<file path="src/rtl/debounce_bank.sv">
// ---------------------------------------------------------------------------
// debounce_bank
//   Multi-channel input conditioner for push-buttons and switches.
//   Each channel is an independent debounce_lane instance. A lane contains:
//     - a 2-flop synchroniser
//     - a saturating stability counter
//     - the debounced level
//     - one-cycle rise/fall strobes
//     - an optional auto-repeat strobe generator
//   The bank adds one shared output: a registered "changed" flag, the OR of
//   every rise and fall strobe, asserted in the same cycle as those strobes.
//
// Parameters
//   CHANNELS      number of independent input channels (>= 1)
//   COUNTER_BITS  stability counter width; an input must stay stable for
//                 2^COUNTER_BITS cycles before the output follows it
//   REPEAT_BITS   auto-repeat counter width
//   REPEAT_DELAY  cycles from a debounced rise to the first repeat strobe
//                 (1 <= REPEAT_DELAY < 2^REPEAT_BITS)
//   REPEAT_PERIOD cycles between later repeat strobes
//                 (1 <= REPEAT_PERIOD <= REPEAT_DELAY)
//
// Ports
//   clk        system clock; all state changes on the rising edge
//   rst_n      asynchronous active-low reset
//   in         raw asynchronous inputs, one bit per channel
//   repeat_en  enables auto-repeat on all channels; sampled every cycle
//   out        debounced level per channel
//   rise       one-cycle strobe when out[i] goes 0->1
//   fall       one-cycle strobe when out[i] goes 1->0
//   rpt        one-cycle auto-repeat strobe per channel
//   changed    OR of all rise/fall bits, aligned with those strobes
// ---------------------------------------------------------------------------

// ---------------------------------------------------------------------------
// debounce_lane
//   Conditioning logic for a single channel.
//
// Ports
//   clk, rst_n   clock and asynchronous active-low reset
//   in_i         raw asynchronous input bit
//   repeat_en_i  auto-repeat enable
//   out_o        debounced level
//   rise_o       registered rise strobe
//   fall_o       registered fall strobe
//   rpt_o        registered repeat strobe
//   chg_d_o      next-state value of (rise | fall); the bank ORs these across
//                all lanes into its single registered "changed" flag
// ---------------------------------------------------------------------------
module debounce_lane #(
  parameter int COUNTER_BITS  = 4,
  parameter int REPEAT_BITS   = 8,
  parameter int REPEAT_DELAY  = 200,
  parameter int REPEAT_PERIOD = 50
) (
  input  logic clk,
  input  logic rst_n,
  input  logic in_i,
  input  logic repeat_en_i,
  output logic out_o,
  output logic rise_o,
  output logic fall_o,
  output logic rpt_o,
  output logic chg_d_o
);

  // Value rpt_cnt holds on the edge that fires a repeat strobe.
  localparam logic [REPEAT_BITS-1:0] RPT_LAST = REPEAT_BITS'(REPEAT_DELAY - 1);

  // Reload value after a strobe. Counting up from here reaches RPT_LAST
  // again after exactly REPEAT_PERIOD edges.
  localparam logic [REPEAT_BITS-1:0] RPT_RELOAD =
    REPEAT_BITS'(REPEAT_DELAY - REPEAT_PERIOD);

  logic                    sync1_q, sync2_q;
  logic                    prev_q, prev_d;
  logic [COUNTER_BITS-1:0] cnt_q, cnt_d;
  logic                    out_q, out_d;
  logic                    rise_q, rise_d;
  logic                    fall_q, fall_d;
  logic [REPEAT_BITS-1:0]  rpt_cnt_q, rpt_cnt_d;
  logic                    rpt_q, rpt_d;

  always_comb begin
    prev_d    = prev_q;
    cnt_d     = cnt_q;
    out_d     = out_q;
    rpt_cnt_d = rpt_cnt_q + REPEAT_BITS'(1);
    rpt_d     = 1'b0;

    // Stability qualification.
    // Any change on the synchronised input restarts the count.
    // The output only follows once the counter has saturated.
    // The counter then holds at all-ones: it never wraps.
    if (sync2_q != prev_q) begin
      prev_d = sync2_q;
      cnt_d  = '0;
    end else if (&cnt_q) begin
      out_d = prev_q;
    end else begin
      cnt_d = cnt_q + COUNTER_BITS'(1);
    end

    // Strobes fire only on an actual level change. Saturating when prev
    // already equals out issues no strobe.
    rise_d = out_d & ~out_q;
    fall_d = ~out_d & out_q;

    // Auto-repeat.
    // The decision keys off out_d rather than out_q. On the edge where the
    // output falls, the counter is therefore already cleared, so a repeat
    // strobe can never share a cycle with fall. Clearing on rise_d likewise
    // keeps repeat strobes out of the rise cycle.
    if (!out_d || !repeat_en_i || rise_d) begin
      rpt_cnt_d = '0;
    end else if (rpt_cnt_q == RPT_LAST) begin
      rpt_d     = 1'b1;
      rpt_cnt_d = RPT_RELOAD;
    end
  end

  always_ff @(posedge clk or negedge rst_n) begin
    if (!rst_n) begin
      sync1_q   <= 1'b0;
      sync2_q   <= 1'b0;
      prev_q    <= 1'b0;
      cnt_q     <= '0;
      out_q     <= 1'b0;
      rise_q    <= 1'b0;
      fall_q    <= 1'b0;
      rpt_cnt_q <= '0;
      rpt_q     <= 1'b0;
    end else begin
      sync1_q   <= in_i;
      sync2_q   <= sync1_q;
      prev_q    <= prev_d;
      cnt_q     <= cnt_d;
      out_q     <= out_d;
      rise_q    <= rise_d;
      fall_q    <= fall_d;
      rpt_cnt_q <= rpt_cnt_d;
      rpt_q     <= rpt_d;
    end
  end

  assign out_o   = out_q;
  assign rise_o  = rise_q;
  assign fall_o  = fall_q;
  assign rpt_o   = rpt_q;
  assign chg_d_o = rise_d | fall_d;

endmodule

module debounce_bank #(
  parameter int CHANNELS      = 4,
  parameter int COUNTER_BITS  = 4,
  parameter int REPEAT_BITS   = 8,
  parameter int REPEAT_DELAY  = 200,
  parameter int REPEAT_PERIOD = 50
) (
  input  logic                clk,
  input  logic                rst_n,
  input  logic [CHANNELS-1:0] in,
  input  logic                repeat_en,
  output logic [CHANNELS-1:0] out,
  output logic [CHANNELS-1:0] rise,
  output logic [CHANNELS-1:0] fall,
  output logic [CHANNELS-1:0] rpt,
  output logic                changed
);

  logic [CHANNELS-1:0] chg_d;
  logic                changed_q, changed_d;

  // One independent lane per channel; no counter is shared between lanes.
  for (genvar g = 0; g < CHANNELS; g++) begin : g_lane
    debounce_lane #(
      .COUNTER_BITS (COUNTER_BITS),
      .REPEAT_BITS  (REPEAT_BITS),
      .REPEAT_DELAY (REPEAT_DELAY),
      .REPEAT_PERIOD(REPEAT_PERIOD)
    ) u_lane (
      .clk        (clk),
      .rst_n      (rst_n),
      .in_i       (in[g]),
      .repeat_en_i(repeat_en),
      .out_o      (out[g]),
      .rise_o     (rise[g]),
      .fall_o     (fall[g]),
      .rpt_o      (rpt[g]),
      .chg_d_o    (chg_d[g])
    );
  end

  // changed is built from the lanes' next-state strobes. It is registered
  // on the same edge as the strobes themselves, so it lines up with them
  // exactly.
  assign changed_d = |chg_d;

  always_ff @(posedge clk or negedge rst_n) begin
    if (!rst_n) changed_q <= 1'b0;
    else        changed_q <= changed_d;
  end

  assign changed = changed_q;

endmodule
</file>
<file path="config.mk">
export PLATFORM = sky130hd
export DESIGN_NAME = debounce_bank
export DESIGN_NICKNAME = d
export VERILOG_FILES = /design/src/rtl/debounce_bank.sv
export SDC_FILE = /design/constraint.sdc
export NUM_CORES = 1
export LEC_CHECK = 0
export ABC_CLOCK_PERIOD_IN_PS = 2100
export CAP_MARGIN = 20
export CORE_UTILIZATION = 53
export CTS_BUF_LIST = sky130_fd_sc_hd__clkbuf_16
export DETAILED_ROUTE_END_ITERATION = 12
export PLACE_DENSITY_LB_ADDON = 0.15
export SLEW_MARGIN = 20
export SYNTH_ARGS = -nofsm -noshare
export SYNTH_HDL_FRONTEND = slang
export SYNTH_SLANG_ARGS = --single-unit
</file>
<file path="constraint.sdc">
create_clock -name clk -period 2.1 [get_ports clk]
set_input_delay 0.42 -clock clk [delete_from_list [all_inputs] [get_ports clk]]
set_output_delay 0.42 -clock clk [all_outputs]
set_load 0.01 [all_outputs]
</file>
==> impl_metrics.env <==
export IMPL_synth_area_per_cell_um2=11.2
export IMPL_syn_cell_area_um2=3500
export IMPL_final_setup_skew_ps=6.16
export IMPL_routed_wirelength_um=5400
export IMPL_synth_nets=334
export IMPL_worstMarginPinSlew_ps=563
export IMPL_synth_compound_gate_area_share=0.0508
export IMPL_cp_data_required_time_ps=2320
export IMPL_globalRouteTotalUtil=0.174
export IMPL_adder_cell_share_of_the_synthesized_area=0.0573
export IMPL_cts_sinks=77
export IMPL_ys_seq_elements=77
export IMPL_seq_area_frac_synth=0.551
export IMPL_globalRouteOverflowTotal=0
export IMPL_num_vias=2159
export IMPL_htree_levels=3
export IMPL_fin_tns_setup_ps=0
export IMPL_worst_slew_margin_rel=0.621
export IMPL_drtAntennaViolNets=0
export IMPL_grt_antenna_before_repair=0
export IMPL_worst_setup_path_start_kind="flop"
export IMPL_drtPass1Iterations=4
export IMPL_synthDominantCellAreaShare=0.551
export IMPL_drv_cap=0
export IMPL_grt_first_pass_wirelength_um=9500
export IMPL_arrival_ps=2210
export IMPL_outcome="completed"
export IMPL_final_layout_size_suffix_gt1_frac=0.107
export IMPL_pin_count=24
export IMPL_die_height_um=83.2
export IMPL_post_drt_via_cell_ratio=5.24
export IMPL_critPathSlowestCell="sky130_fd_sc_hd__dfrtp_1"
export IMPL_worst_skew_pair_late_latency_ps=320
export IMPL_detailed_place_hpwl_um=3700
export IMPL_comb_power_share=0.067
export IMPL_via_count_of_the_first_global_routing_pass=2090
export IMPL_worstSetupPathType="flop to flop"
export IMPL_layout_commonest_cell="sky130_fd_sc_hd__dfrtp_1"
export IMPL_reg2reg_setup_slack_ps=110
export IMPL_cellInternalPower_uw=2420
export IMPL_synth_simple_area_share=0.208
export IMPL_synth_warning_count=0
export IMPL_finalWorstPathRequiredPeriod_ps=1990
export IMPL_final_min_period_over_clock_period=0.948
export IMPL_p_leak_uw=0.00183
export IMPL_class_of_the_tightest_hold_or_removal_check="input port to asynchronous set/reset pin"
export IMPL_fp_dieW_um=83.2
export IMPL_power_net_switching_uw=718
export IMPL_wire_per_inst_um=13.1
export IMPL_cpPeakStageDelay_ps=410
export IMPL_clkPwrFrac=0.413
export IMPL_setup_viols_final=0
export IMPL_post_synth_main_area_contributors="sky130_fd_sc_hd__dfrtp_1 (55%), sky130_fd_sc_hd__ha_1 (5.7%), sky130_fd_sc_hd__nor2_1 (5.6%), sky130_fd_sc_hd__xnor2_1 (3.5%), sky130_fd_sc_hd__xor2_1 (3.5%)"
export IMPL_synth_top_family_by_area="simple AND/OR/NAND/NOR gates"
export IMPL_finalNetCount=353
export IMPL_gpl_final_weighted_congestion=0.811
export IMPL_power_share_sequential=0.519
export IMPL_synth_cell_type_count=34
export IMPL_synth_xor_area_frac=0.0702
export IMPL_setup_repair_after_global_routing_missed_its_margin="false"
export IMPL_netlist_instances=311
export IMPL_ctsRootBufferMaster="sky130_fd_sc_hd__clkbuf_16"
export IMPL_synthDominantAreaCellType="sky130_fd_sc_hd__dfrtp_1"
export IMPL_cts_buffers=9
export IMPL_path_max_fanout=8
export IMPL_synthMuxAreaShare=0.0143
export IMPL_power_density_cell_area_nw_per_um2=785
export IMPL_slew_violations=0
export IMPL_detail_route_drc_violations=0
export IMPL_clk_path_buf_depth=2
export IMPL_ctsHoldBuffers=0
export IMPL_layout_common_cells="sky130_fd_sc_hd__dfrtp_1 (77), sky130_fd_sc_hd__nor2_1 (52), sky130_fd_sc_hd__clkdlybuf4s50_1 (22)"
export IMPL_core_um2=6350
export IMPL_syn2layout_area_growth_pct=14.4
export IMPL_drt_initial_drc_count=105
export IMPL_die_area_um2=6920
export IMPL_power_switching_share=0.229
export IMPL_final_cell_count_no_fill=412
export IMPL_placement_io_buffers=23
export IMPL_timing_final_hold_violations=0
export IMPL_clock_fmax_mhz=502
export IMPL_cts_tree="done"
export IMPL_fp_row_count=29
export IMPL_fillerInstances=504
export IMPL_cts_resized=0
export IMPL_pin_count_of_the_biggest_net_entering_global_routing=51
export IMPL_antenna_diode_count=0
export IMPL_floorplan_initialDensity=0.551
export IMPL_post_cts_buffers=0
export IMPL_placed_cells_incl_taps=396
export IMPL_cts_reportedPaths_clkPinSlew_ps=60
export IMPL_endpoint_kind="flop"
export IMPL_worstPathCellList="ha_2 -> a41o_1 -> a22o_4 -> ha_1 -> and2b_2 -> nand2_4 -> a2111oi_4"
export IMPL_vdd_ir_drop_worst_mv=0.550
[power groups by stage]
stage	Sequential [uW]	Combinational, uW	Clock [uW]
6_report	1630	211	1300
5_1_grt	1640	243	1410
4_1_cts	1630	215	1340
3_5_place_dp	1650	213	0
3_3_place_gp	1650	205	0
2_1_floorplan	1640	137	0
[path summary, 6_finish.rpt]
path | depth (start not counted) | to | start
worst max-delay path | 7 | g_lane[1].u_lane.rpt_cnt_q[4] | g_lane[1].u_lane.cnt_q[0]
min in group clk | 0 | g_lane[1].u_lane.sync2_q | g_lane[1].u_lane.sync1_q
max in group asynchronous | 2 | g_lane[2].u_lane.cnt_q[3] | rst_n
worst max register to register | 7 | g_lane[1].u_lane.rpt_cnt_q[4] | g_lane[1].u_lane.cnt_q[0]
worst min register to register | 0 | g_lane[1].u_lane.sync2_q | g_lane[1].u_lane.sync1_q
worst min-delay path | 1 | g_lane[0].u_lane.rpt_cnt_q[2] | rst_n
[flip-flops by register name, indices dropped and copies added, names as in the netlist]
name / cells
g_lane.u_lane.rpt_o: 4
g_lane.u_lane.rise_o: 4
g_lane.u_lane.cnt_q: 16
g_lane.u_lane.sync1_q: 4
g_lane.u_lane.sync2_q: 4
changed: 1
g_lane.u_lane.rpt_cnt_q: 32
g_lane.u_lane.prev_q: 4
g_lane.u_lane.out_o: 4
g_lane.u_lane.fall_o: 4
[cells by family (layout without fill, tap and decap cells)]
group | count (synthesis) | in the layout
buffers and inverters | 29 | 53
XOR/XNOR | 28 | 28
adder cells (fa/ha/maj) | 16 | 16
flip-flops | 77 | 77
AO/OA/AOI/OAI | 19 | 19
AND/OR/NAND/NOR | 137 | 137
multiplexers | 5 | 5
[cell usage after synthesis (all sizes together)]
| cell | n |
|---|---|
| xnor2 | 14 |
| a22o | 4 |
| nand2 | 15 |
| and3 | 6 |
| and2b | 1 |
| a31oi | 4 |
| nand3b | 2 |
| or2 | 2 |
| nor4 | 3 |
| a21oi | 3 |
| a41o | 4 |
| nor2 | 52 |
| dfrtp | 77 |
| nor3 | 21 |
| inv | 9 |
| ha | 16 |
| nand4b | 5 |
| nor2b | 3 |
| buf | 16 |
| xor2 | 14 |
| nor4b | 1 |
| nor3b | 2 |
| clkbuf | 4 |
| nand3 | 19 |
| a2111oi | 1 |
| a211oi | 3 |
| mux2i | 5 |
| nand4 | 4 |
| and2 | 1 |
[final cells by class]
cell class                      instances  area (um^2)  share of cell area
Multi-Input combinational cell        205         1410               0.353
Clock buffer                            9          225              0.0563
Timing Repair Buffer                   28          278              0.0695
Tap cell                               77         96.3              0.0241
Clock inverter                          7         27.5             0.00689
Sequential cell                        77         1930               0.482
Inverter                                9         33.8             0.00845
[worst max-delay path, delay by kind of cell (launching register included)]
family / cells / cell delay [ps]
simple gates: 2 / 330
fa+ha+maj: 2 / 390
compound gates: 3 / 740
flops: 1 / 410
[routing by layer]
layer  share of wire  GRT usage  vias to the layer above
li1                -          -                     1099
met1            0.48      0.226                     1033
met2            0.49      0.276                       23
met3           0.022     0.0477                        4
met4          0.0072     0.0705                        0
met5               0          0                        -
[through the flow]
| step | worst slack (ps) | util | power [uW] | hold WS [ps] | cell area (um^2) |
|---|---|---|---|---|---|
| 6_report | 110 | 0.630 | 3140 | 9.87 | 4000 |
| 5_1_grt | 2.51 | 0.630 | 3290 | 26.7 | 4000 |
| 4_1_cts | 49.5 | 0.628 | 3190 | 20.0 | 3990 |
| 3_5_place_dp | 58.8 | 0.588 | 1870 | 344 | 3730 |
| 3_3_place_gp | 105 | 0.588 | 1850 | 332 | 3730 |
| 2_1_floorplan | 80.5 | - | 1780 | 124 | 3500 |
No activity file was read; power rests on OpenSTA's default activity.
